--- src/rtl/lcd_hd44780_ctrl.sv ---
// HD44780 character-LCD write controller.
// Supports an 8-bit or 4-bit bus, row/column cursor addressing with range
// checking, a valid/ready request port, and optional power-on initialisation.
//
// state       | meaning
// ------------+---------------------------------------------------------
// IDLE        | waiting for a request (o_ready may be high)
// PWR_WAIT    | power-on settle before the init sequence
// SETUP       | RS and data driven, E low
// E_HIGH      | enable pulse high
// E_LOW       | enable low, RS and data still held
// EXEC_WAIT   | inter-nibble gap or the byte's execution time
// SEQ         | fetch the next init-sequence byte
// DONE        | one-cycle completion pulse (o_done, optionally o_err)

module lcd_hd44780_ctrl #(
  parameter int CLK_FREQ  = 50_000_000,
  parameter int BUS_WIDTH = 8,
  parameter int NUM_ROWS  = 2,
  parameter int NUM_COLS  = 16,
  parameter int AUTO_INIT = 1
) (
  input  logic       i_clk,
  input  logic       i_rst_n,
  input  logic       i_valid,
  output logic       o_ready,
  input  logic [1:0] i_op,
  input  logic [7:0] i_data,
  input  logic [1:0] i_row,
  input  logic [5:0] i_col,
  output logic       o_done,
  output logic       o_err,
  output logic       o_init_done,
  output logic [7:0] o_lcd_data,
  output logic       o_lcd_e,
  output logic       o_lcd_rs,
  output logic       o_lcd_rw,
  output logic       o_lcd_on,
  output logic       o_lcd_blon
);

  // ceil(CLK_FREQ * t), never less than one cycle
  function automatic logic [31:0] ns_to_cyc(input longint t_ns);
    longint c;
    c = (longint'(CLK_FREQ) * t_ns + 64'sd999_999_999) / 64'sd1_000_000_000;
    if (c < 64'sd1) c = 64'sd1;
    return c[31:0];
  endfunction

  localparam logic [31:0] C_E    = ns_to_cyc(500);
  localparam logic [31:0] C_NIB  = ns_to_cyc(1_000);
  localparam logic [31:0] C_EXEC = ns_to_cyc(37_000);
  localparam logic [31:0] C_100  = ns_to_cyc(100_000);
  localparam logic [31:0] C_CLR  = ns_to_cyc(1_520_000);
  localparam logic [31:0] C_4100 = ns_to_cyc(4_100_000);
  localparam logic [31:0] C_PWR  = ns_to_cyc(15_000_000);

  // function set: DL follows the bus width, N bit dropped on one-row panels
  localparam logic [7:0] C_FUNC = (BUS_WIDTH == 4 ? 8'h28 : 8'h38) &
                                  (NUM_ROWS == 1 ? 8'hF7 : 8'hFF);

  localparam logic [1:0] OP_INIT = 2'd0;
  localparam logic [1:0] OP_SETC = 2'd1;
  localparam logic [1:0] OP_DATA = 2'd2;

  localparam logic [3:0] STEP_END = 4'd9;

  typedef enum logic [2:0] {
    S_IDLE, S_PWR_WAIT, S_SETUP, S_E_HIGH, S_E_LOW, S_EXEC_WAIT, S_SEQ, S_DONE
  } state_t;

  state_t      r_state, w_state_nxt;
  logic [31:0] r_cnt, r_exec, w_exec_nxt, w_delay, w_seq_delay;
  logic [7:0]  r_byte, w_byte_nxt, w_seq_byte, w_base, w_addr;
  logic [3:0]  r_step, w_step_nxt, w_step_inc;
  logic        r_rs, w_rs_nxt, r_nib, w_nib_nxt, r_single, w_single_nxt;
  logic        r_init, w_init_nxt, r_err, w_err_nxt;
  logic        r_init_done, w_init_done_nxt, r_blon, w_blon_nxt, r_ready;
  logic        w_seq_single, w_accept, w_cnt_done, w_gap, w_pos_bad;
  logic [3:0]  w_nibble;

  assign w_accept   = i_valid && r_ready;
  assign w_gap      = (BUS_WIDTH == 4) && !r_single && !r_nib;
  assign w_cnt_done = (r_cnt == w_delay - 32'd1);
  assign w_step_inc = (BUS_WIDTH != 4 && r_step == 4'd2) ? 4'd4 : r_step + 4'd1;
  assign w_pos_bad  = ({1'b0, i_row} >= 3'(NUM_ROWS)) || (i_col >= 6'(NUM_COLS));
  assign w_addr     = w_base + {2'b00, i_col};

  // DDRAM row base address for cursor positioning
  always_comb begin
    w_base = 8'h00;
    case (i_row)
      2'd1:    w_base = 8'h40;
      2'd2:    w_base = 8'(NUM_COLS);
      2'd3:    w_base = 8'h40 + 8'(NUM_COLS);
      default: w_base = 8'h00;
    endcase
  end

  // init sequence table; step 3 (the 4-bit switch nibble) is skipped on an 8-bit bus
  always_comb begin
    w_seq_byte   = 8'h00;
    w_seq_single = 1'b0;
    w_seq_delay  = C_EXEC;
    case (r_step)
      4'd0:       begin w_seq_byte = 8'h30; w_seq_single = 1'b1; w_seq_delay = C_4100; end
      4'd1, 4'd2: begin w_seq_byte = 8'h30; w_seq_single = 1'b1; w_seq_delay = C_100;  end
      4'd3:       begin w_seq_byte = 8'h20; w_seq_single = 1'b1; end
      4'd4:       w_seq_byte = C_FUNC;
      4'd5:       w_seq_byte = 8'h08;
      4'd6:       begin w_seq_byte = 8'h01; w_seq_delay = C_CLR; end
      4'd7:       w_seq_byte = 8'h06;
      4'd8:       w_seq_byte = 8'h0C;
      default:    w_seq_byte = 8'h00;
    endcase
  end

  // length of the current state in cycles
  always_comb begin
    w_delay = 32'd1;
    case (r_state)
      S_PWR_WAIT:                  w_delay = C_PWR;
      S_SETUP, S_E_HIGH, S_E_LOW:  w_delay = C_E;
      S_EXEC_WAIT:                 w_delay = w_gap ? C_NIB : r_exec;
      default:                     w_delay = 32'd1;
    endcase
  end

  // next-state and datapath-load decisions
  always_comb begin
    w_state_nxt     = r_state;
    w_byte_nxt      = r_byte;
    w_rs_nxt        = r_rs;
    w_nib_nxt       = r_nib;
    w_single_nxt    = r_single;
    w_exec_nxt      = r_exec;
    w_init_nxt      = r_init;
    w_step_nxt      = r_step;
    w_err_nxt       = r_err;
    w_init_done_nxt = r_init_done;
    w_blon_nxt      = r_blon;
    case (r_state)
      S_IDLE: begin
        if (w_accept) begin
          w_err_nxt    = 1'b0;
          w_nib_nxt    = 1'b0;
          w_single_nxt = 1'b0;
          w_init_nxt   = 1'b0;
          w_exec_nxt   = C_EXEC;
          if (i_op == OP_INIT) begin
            w_init_nxt      = 1'b1;
            w_init_done_nxt = 1'b0;
            w_step_nxt      = 4'd0;
            w_state_nxt     = S_PWR_WAIT;
          end else if (!r_init_done || (i_op == OP_SETC && w_pos_bad)) begin
            w_err_nxt   = 1'b1;
            w_state_nxt = S_DONE;
          end else begin
            w_state_nxt = S_SETUP;
            w_rs_nxt    = (i_op == OP_DATA);
            w_byte_nxt  = (i_op == OP_SETC) ? (8'h80 | w_addr) : i_data;
            if (i_op != OP_DATA && i_op != OP_SETC &&
                (i_data == 8'h01 || i_data == 8'h02))
              w_exec_nxt = C_CLR;
          end
        end
      end
      S_PWR_WAIT:  if (w_cnt_done) w_state_nxt = S_SEQ;
      S_SEQ: begin
        if (r_step == STEP_END) begin
          w_init_nxt      = 1'b0;
          w_init_done_nxt = 1'b1;
          w_blon_nxt      = 1'b1;
          w_state_nxt     = S_DONE;
        end else begin
          w_byte_nxt   = w_seq_byte;
          w_single_nxt = w_seq_single;
          w_exec_nxt   = w_seq_delay;
          w_rs_nxt     = 1'b0;
          w_nib_nxt    = 1'b0;
          w_state_nxt  = S_SETUP;
        end
      end
      S_SETUP:     if (w_cnt_done) w_state_nxt = S_E_HIGH;
      S_E_HIGH:    if (w_cnt_done) w_state_nxt = S_E_LOW;
      S_E_LOW:     if (w_cnt_done) w_state_nxt = S_EXEC_WAIT;
      S_EXEC_WAIT: begin
        if (w_cnt_done) begin
          if (w_gap) begin
            w_nib_nxt   = 1'b1;
            w_state_nxt = S_SETUP;
          end else if (r_init) begin
            w_step_nxt  = w_step_inc;
            w_state_nxt = S_SEQ;
          end else begin
            w_state_nxt = S_DONE;
          end
        end
      end
      S_DONE:      w_state_nxt = S_IDLE;
      default:     w_state_nxt = S_IDLE;
    endcase
  end

  // state, delay counter and datapath registers
  always_ff @(posedge i_clk or negedge i_rst_n) begin
    if (!i_rst_n) begin
      r_state     <= (AUTO_INIT != 0) ? S_PWR_WAIT : S_IDLE;
      r_cnt       <= '0;
      r_byte      <= '0;
      r_rs        <= 1'b0;
      r_nib       <= 1'b0;
      r_single    <= 1'b0;
      r_exec      <= C_EXEC;
      r_init      <= (AUTO_INIT != 0);
      r_step      <= '0;
      r_err       <= 1'b0;
      r_init_done <= 1'b0;
      r_blon      <= 1'b0;
      r_ready     <= 1'b0;
    end else begin
      r_state     <= w_state_nxt;
      r_cnt       <= (w_state_nxt != r_state) ? 32'd0 : r_cnt + 32'd1;
      r_byte      <= w_byte_nxt;
      r_rs        <= w_rs_nxt;
      r_nib       <= w_nib_nxt;
      r_single    <= w_single_nxt;
      r_exec      <= w_exec_nxt;
      r_init      <= w_init_nxt;
      r_step      <= w_step_nxt;
      r_err       <= w_err_nxt;
      r_init_done <= w_init_done_nxt;
      r_blon      <= w_blon_nxt;
      // registered so it stays low in reset even when AUTO_INIT=0 parks us in IDLE
      r_ready     <= (w_state_nxt == S_IDLE) && (w_init_done_nxt || AUTO_INIT == 0);
    end
  end

  assign w_nibble    = r_nib ? r_byte[3:0] : r_byte[7:4];
  assign o_lcd_data  = (BUS_WIDTH == 4) ? {w_nibble, 4'h0} : r_byte;
  assign o_lcd_e     = (r_state == S_E_HIGH);
  assign o_lcd_rs    = r_rs;
  assign o_lcd_rw    = 1'b0;
  assign o_lcd_on    = 1'b1;
  assign o_lcd_blon  = r_blon;
  assign o_ready     = r_ready;
  assign o_done      = (r_state == S_DONE);
  assign o_err       = (r_state == S_DONE) && r_err;
  assign o_init_done = r_init_done;

endmodule

--- config.mk ---
export PLATFORM = sky130hd
export DESIGN_NAME = lcd_hd44780_ctrl
export DESIGN_NICKNAME = d
export VERILOG_FILES = /design/src/rtl/lcd_hd44780_ctrl.sv
export SDC_FILE = /design/constraint.sdc
export NUM_CORES = 1
export LEC_CHECK = 0
export CAP_MARGIN = 20
export CORE_MARGIN = 10
export CORE_UTILIZATION = 45
export DETAILED_ROUTE_END_ITERATION = 10
export PLACE_DENSITY_LB_ADDON = 0.05
export RECOVER_POWER = 100
export REMOVE_ABC_BUFFERS = 1
export SLEW_MARGIN = 5
export SYNTH_ARGS = -nofsm -noshare
export SYNTH_HDL_FRONTEND = slang
export SYNTH_SLANG_ARGS = --single-unit
--- constraint.sdc ---
create_clock -name i_clk -period 3.7 [get_ports i_clk]
set_input_delay 0.925 -clock i_clk [delete_from_list [all_inputs] [get_ports i_clk]]
set_output_delay 0.925 -clock i_clk [all_outputs]
set_load 0.02 [all_outputs]
==> summary.txt, run 1 <==
top_reg_cell synth = dfrtp_1
DRC = 0
f_max = 281.9 MHz
Max Cap Viol = 0
starting density of the core = 45.74%
Synth Area in Simple Gates = 28.95%
delay of the slowest cell on the worst path = 0.61 ns
setup violators final = 0
final std cells w/o fill = 655
met2 layer usage reported by global route = 26.02%
FF-to-FF setup slack = 0.15 ns
fin nets = 568
GR peak layer = met2
Post-Syn Instances = 486
Clock Tree Root = clkbuf_8
Fillers = 841
Tmin final = 3.547 ns
sequential area share after synthesis = 37.42%
drt first pass iters = 4
Compound-Gate Fraction of Synth Area = 15.02%
Mean Syn Cell Area = 8.573 µm²
Core Rows = 35
Slew headroom = 15.68%
status = finished clean
Adder-Cell Fraction of Synth Area = 2.643%
diode count = 0
largest net degree at the start of global routing = 41
Die Y = 116.2 µm
Worst Reg-to-Reg Cells = 11
Reg2Reg Launch Point = r_exec[10]
GRT overflow = 0
antenna violations before repair = 0
Synth Register Bits = 62
routed via count = 3730
DP Cell Count = 632
post-synth top area cell = dfrtp_1
EDFF count, synth = 0
CTS Buf Count = 9
xor and xnor area share after synthesis = 9.670%
H-tree depth = 3
worst r2r dst = r_cnt[10]
Startpoint Class = flip-flop
Critical Path Fanout Max = 11
Worst Path Buf+Inv = 2
mux cell area share after synthesis = 2.282%
clock slew at reported path FFs = 0.08 ns
vias in the first global route = 3587
setup_tns = 0 ns
Power Density = 267.6 nW/µm²
CTS tree = yes
GR Util All Layers = 16.93%
Die ar. = 13510 µm²
CTS Sinks = 62
M3 GR Usage = 3.801%
Crit path required time = 3.95 ns
core box area = 9109 µm²
GP Congestion = 0.9170
fin. max-slew vios = 0
Levels on crit path = 11
library cells used by synthesis = 76
IO buf count = 35
Peak VDD IR = 0.0001190 V
share of cells above drive strength 1 = 15.26%
Setup crit end kind = flip-flop
Syn-to-layout area delta = 23.09%
die width = 116.2 µm
Crit-path slowest cell = or4b_4
Clock Latency Late Sink = 0.36 ns
Synth area leaders = dfrtp_1 (34%), nor2_1 (5.8%), xor2_1 (5.3%)
HP Class = reg2reg
skew final = 0.009903 ns
final hold violations = 0
DPL Wire Length = 8061 µm
critical path arrival = 3.79 ns
area fraction of the dominant cell type after synthesis = 33.63%
CP delay by family, top = simple AND/OR/NAND/NOR gates
worst setup path end = r_cnt[10]
leak pwr = 2.242 nW
WL/cell = 17.31 µm
Total Wirelength = 11340 µm
netlist area before placement = 4166 µm²
DRT iter0 DRCs = 279
fin crit share = 95.86%
main combinational cell family by area after synthesis = simple AND/OR/NAND/NOR gates
Slew @ Worst Pin = 1.265 ns
crit path from = r_exec[10]
Ports = 38
Longest Clk Path Bufs = 2
CP Cell Sequence = or4b_4 -> nand4b_4 -> a211o_1 -> a221oi_2 -> o2111ai_1 -> or4_4 -> buf_4 -> nor3_2 -> o32a_4 -> clkbuf_16 -> nor2_1
Vias/cell = 5.695
GR Util met1 = 22.33%
share of flip-flops with an asynchronous set or reset = 100.0%
Setup Crit Path Kind = reg2reg
synth warn = 0
first-pass GRT wire length = 18370 µm
Antenna Violating Nets Remaining = 0
-- report_power, final --
group | switching [W] | leakage (nW) | internal (W)
Combinational | 0.0000322 | 1.36 | 0.0000285
Clock | 0.000302 | 0.0951 | 0.000332
Sequential | 0 | 0.788 | 0.000677
-- worst min path at each step --
stage                        from       endpoint  slack [ns]  cells past startpoint
floorplan                   r_err          r_err        0.44                      2
global placement            r_err          r_err        0.45                      2
detailed placement          r_err          r_err        0.46                      2
CTS                         r_err          r_err        0.47                      2
global route        o_lcd_data[6]  o_lcd_data[6]        0.50                      2
finish                 o_lcd_blon     o_lcd_blon        0.47                      1
-- synth_stat cells, types with 5 or more instances --
cell       n
or3_1      6
and3_1    18
nor3_1    16
dfstp_2    6
nand2_1   54
o21ai_0   30
nand2b_1   9
nand3_1   14
mux2i_1    5
a21oi_1   16
ha_1       8
nand4_1    8
clkbuf_1  14
buf_4      5
nor4_1     5
nor2b_1    7
inv_1     11
xor2_1    25
nor2_1    64
dfrtp_1   56
xnor2_1   21
-- sequential cells by signal (all words and copies together) (netlist names) --
register	flops
r_state	3
r_step	4
r_init	1
o_lcd_rs	1
o_lcd_blon	1
o_ready	1
r_cnt	32
r_exec	9
r_err	1
o_init_done	1
o_lcd_data	8
-- cells by family after synthesis --
group | Yosys count
AND/OR/NAND/NOR | 230
AO/OA/AOI/OAI | 93
multiplexers | 9
flip-flops | 62
other | 2
buffers and inverters | 35
XOR/XNOR | 46
adder cells (fa/ha/maj) | 9
-- layout make-up --
class                      count  area, µm²  area share, %
multi-input combinational    389       2560          49.91
sequential                    62       1559          30.40
timing repair buffer          65      618.1          12.05
tap                          111      138.9          2.708
clock buffer                  10      137.6          2.684
clock inverter                 6      70.07          1.366
inverter                      12      45.04         0.8783
-- through the flow --
| stage | total power [W] | area, µm² | hold slack [ns] | util [%] | setup slack (ns) |
|---|---|---|---|---|---|
| after floorplan | 0.0007096 | 4051 | 0.4382 | - | -0.2972 |
| after CTS | 0.001392 | 4928 | 0.4732 | 54.11 | 0.01513 |
| final | 0.001372 | 5129 | 0.4665 | 56.30 | 0.1530 |
| after global routing | 0.001427 | 5129 | 0.4984 | 56.30 | -0.02949 |
| after global placement | 0.0007528 | 4721 | 0.4539 | 51.83 | 0.1778 |
| after detailed placement | 0.0007531 | 4721 | 0.4556 | 51.83 | 0.02341 |
-- routing by layer --
layer  up-vias  wire (µm)
met5         -          0
met4         0        227
met3        20        525
met2        78       5311
met1      1806       5275
li1       1826          -
-- placed cells by master, fill, tap and decap left out, drive strengths merged, types with 4 or more instances in the layout --
master / synthesis / final
mux2: 4 / 4
inv: 12 / 13
and4: 4 / 4
nand4b: 4 / 4
nor2: 65 / 65
dfrtp: 56 / 56
dlygate4sd3: 0 / 16
nand4: 8 / 8
nor4: 6 / 6
ha: 8 / 8
a21oi: 16 / 16
xnor2: 21 / 21
nor3: 17 / 17
o21ai: 31 / 31
buf: 9 / 23
nand2b: 9 / 9
and3: 18 / 18
mux2i: 5 / 5
clkbuf: 14 / 18
nand2: 54 / 54
o211ai: 4 / 4
xor2: 25 / 25
o21a: 4 / 4
nand3: 14 / 14
o31ai: 5 / 5
clkdlybuf4s50: 0 / 18
or3: 6 / 6
nor2b: 7 / 7
dfstp: 6 / 6
-- repair_timing --
action | in CTS | in global routing
resized for setup | 0 | 25
endpoints found under the setup margin | 0 | 38
hold buffers | 0 | 0
setup buffers | 0 | 4
(Power assumes the default switching activity.)
==> run 2, diff against run 1 <==
--- a/config.mk
+++ b/config.mk
@@ -5,9 +5,8 @@
 export SDC_FILE = /design/constraint.sdc
 export NUM_CORES = 1
 export LEC_CHECK = 0
-export CAP_MARGIN = 20
 export CORE_MARGIN = 10
-export CORE_UTILIZATION = 45
+export CORE_UTILIZATION = 53
 export DETAILED_ROUTE_END_ITERATION = 10
 export PLACE_DENSITY_LB_ADDON = 0.05
 export RECOVER_POWER = 100
==> run 2 against run 1 <==
Effect of this change:
- the flow now finishes with violations (max-capacitance violations, max-slew violations)
- die area shrank 13%
- sequential power is essentially flat
- critical path depth is the same
- critical endpoint is now r_cnt[1]
==> summary.txt, run 2 (synthesis gave the netlist of run 1 again) <==
Peak VDD IR = 0.0001812 V (+52%)
Crit path required time = 3.93 ns (-0.02 ns)
commonest non-fill, non-tap cell in the layout = nor2_1
largest net degree at the start of global routing = 33 (-20%)
Vias/cell = 5.992 (+5.2%)
WL/cell = 18.30 µm (+5.7%)
skew final = 0.01101 ns (+0.001112 ns)
clock slew at reported path FFs = 0.07 ns (about the same)
first-pass GRT wire length = 18040 µm (-1.8%)
Critical Path Fanout Max = 14 (+3)
Core Rows = 32 (-8.6%)
DRT iter0 DRCs = 249 (-11%)
diode count = 0 (unchanged)
Hold Path Depth = 1 (unchanged)
Setup crit end kind = flip-flop
Slew @ Worst Pin = 1.636 ns (+0.3717 ns)
core box area = 7687 µm² (-16%)
f_max = 276.4 MHz (-2.0%)
Worst Hold Path EP = o_lcd_blon
share of cells above drive strength 1 = 15.27% (about the same)
Total Wirelength = 11690 µm (+3.1%)
Largest Register = r_cnt
Largest register FFs = 32 (unchanged)
GRT overflow = 0 (unchanged)
die width = 108.7 µm (-6.5%)
total power draw = 0.001436 W (+4.7%)
fin nets = 561 (-1.2%)
fin. max-slew vios = 32 (+32)
routed via count = 3829 (+2.7%)
GR Util All Layers = 19.02% (+2.1 points)
Longest Clk Path Bufs = 2 (unchanged)
Crit-path slowest cell = or4_4
starting density of the core = 54.20% (+8.5 points)
drt first pass iters = 5 (+1)
Die ar. = 11810 µm² (-13%)
IO buf count = 35 (unchanged)
commonest cells after routing, fill and taps aside = nor2_1 (62), dfrtp_1 (55), nand2_1 (53), clkdlybuf4s50_1 (34), o21ai_0 (29)
status = complete, but fails checks
Max Cap Viol = 1 (+1)
Startpoint Class = flip-flop
Power Density = 278.1 nW/µm² (+3.9%)
DP Cell Count = 619 (-2.1%)
Reg2Reg Launch Point = r_state[2]
worst r2r dst = r_cnt[1]
HP Class = reg2reg
final std cells w/o fill = 639 (-2.4%)
Clock Latency Late Sink = 0.34 ns (-0.02 ns)
Hold Startpoint = o_lcd_blon
DRC = 0 (unchanged)
Antenna Violating Nets Remaining = 0 (unchanged)
Worst Reg-to-Reg Cells = 11 (unchanged)
Levels on crit path = 11 (unchanged)
Setup Crit Path Kind = reg2reg
leak pwr = 2.223 nW (-0.87%)
CTS tree = yes
Clock Tree Root = clkbuf_8
H-tree depth = 3 (unchanged)
Die Y = 108.7 µm (-6.5%)
Syn-to-layout area delta = 23.96%
Tmin final = 3.619 ns (+0.07162 ns)
fin crit share = 97.80% (+1.9 points)
CTS Buf Count = 9 (unchanged)
GP Congestion = 0.9282 (+1.2%)
antenna violations before repair = 0 (unchanged)
CP Cell Sequence = buf_12 -> or4b_4 -> nand4b_4 -> a211o_1 -> a221oi_2 -> o2111ai_1 -> or4_4 -> a2111oi_4 -> o32a_4 -> clkbuf_16 -> nor2b_1
DPL Wire Length = 8133 µm (+0.89%)
FF-to-FF setup slack = 0.08 ns (-0.07 ns)
final hold violations = 0 (unchanged)
CP delay by family, top = simple AND/OR/NAND/NOR gates
CTS Sinks = 62 (unchanged)
Ports = 38 (unchanged)
delay of the slowest cell on the worst path = 0.62 ns (about the same)
setup violators final = 0 (unchanged)
Worst Path Buf+Inv = 2 (unchanged)
critical path arrival = 3.85 ns (+0.06 ns)
Slew headroom = -9.098% (-25 points)
vias in the first global route = 3619 (+0.89%)
failing checks = max-capacitance violations, max-slew violations
run 2: cell types whose count changed in the layout (fill, tap and decap cells not counted), sizes merged:
cell / change
clkdlybuf4s50: +16
dlygate4sd3: -16
buf: -4
clkinvlp: -3
bufinv: +1
clkbuf: -1
dlymetal6s2s: +1
inv: -1
run 2: final cells by class:
class / instances / area, µm²
Timing Repair Buffer: 58 / 606.8
Tap cell: 102 / 127.6
Sequential cell: 62 / 1560
Clock buffer: 13 / 168.9
Inverter: 12 / 45.04
Multi-Input combinational cell: 389 / 2591
Fill cell: 659 / 2522
Clock inverter: 3 / 65.06
run 2: how the worst max path moves through the flow:
stage               start         end  slack [ns]
2_1_floorplan  r_state[0]   r_cnt[10]       -0.30
3_3_place_gp   r_state[0]   r_cnt[19]        0.16
3_5_place_dp   r_state[0]   r_cnt[20]       -0.04
4_1_cts        r_state[0]  r_state[0]        0.05
5_1_grt        r_state[2]    r_cnt[3]       -0.01
6_report       r_state[2]    r_cnt[1]        0.08
run 2: per-layer routing:
metal	GRT usage, %	routed length [µm]	part of all wire, %	vias up
li1	-	-	-	1813
met2	30.13	5452	47	129
met4	7.815	380	3.3	0
met5	0	0	0	-
met3	3.953	601	5.1	32
met1	24.81	5257	45	1855
run 2: power by group:
group | internal, W | switching (W) | total (W)
Sequential | 0.000678 | 0 | 0.000678
Clock | 0.000434 | 0.000264 | 0.000698
Combinational | 0.0000295 | 0.0000311 | 0.0000606
Total | 0.00114 | 0.000295 | 0.00144
run 2: through the flow:
step | setup TNS, ns | hold WS (ns) | setup WS (ns) | area (µm²) | util, %
after floorplan | -9.788 | 0.4382 | -0.2972 | 4051 | -
after global placement | 0 | 0.4565 | 0.1617 | 4705 | 61.20
after detailed placement | -1.141 | 0.4624 | -0.04465 | 4705 | 61.20
after CTS | 0 | 0.4811 | 0.04780 | 4950 | 64.39
after global routing | -0.1438 | 0.5225 | -0.01313 | 5165 | 67.19
final | 0 | 0.4783 | 0.08141 | 5165 | 67.19
run 2: repair_timing:
item	4_1_cts	5_1_grt
gates resized for setup	2	25
hold buffers	0	0
gates cloned	0	4
endpoints found under the setup margin	33	38
pin swaps	1	9
buffers inserted	0	0
==> run 3, diff against run 2 <==
--- a/config.mk
+++ b/config.mk
@@ -7,10 +7,12 @@
 export LEC_CHECK = 0
 export CORE_MARGIN = 10
 export CORE_UTILIZATION = 53
+export CTS_CLUSTER_DIAMETER = 30
 export DETAILED_ROUTE_END_ITERATION = 10
 export PLACE_DENSITY_LB_ADDON = 0.05
 export RECOVER_POWER = 100
 export REMOVE_ABC_BUFFERS = 1
+export SKIP_LAST_GASP = 1
 export SLEW_MARGIN = 5
 export SYNTH_ARGS = -nofsm -noshare
 export SYNTH_HDL_FRONTEND = slang
==> results of run 3 <==
The final DEF is identical to that of run 2; final timing and power are the same.
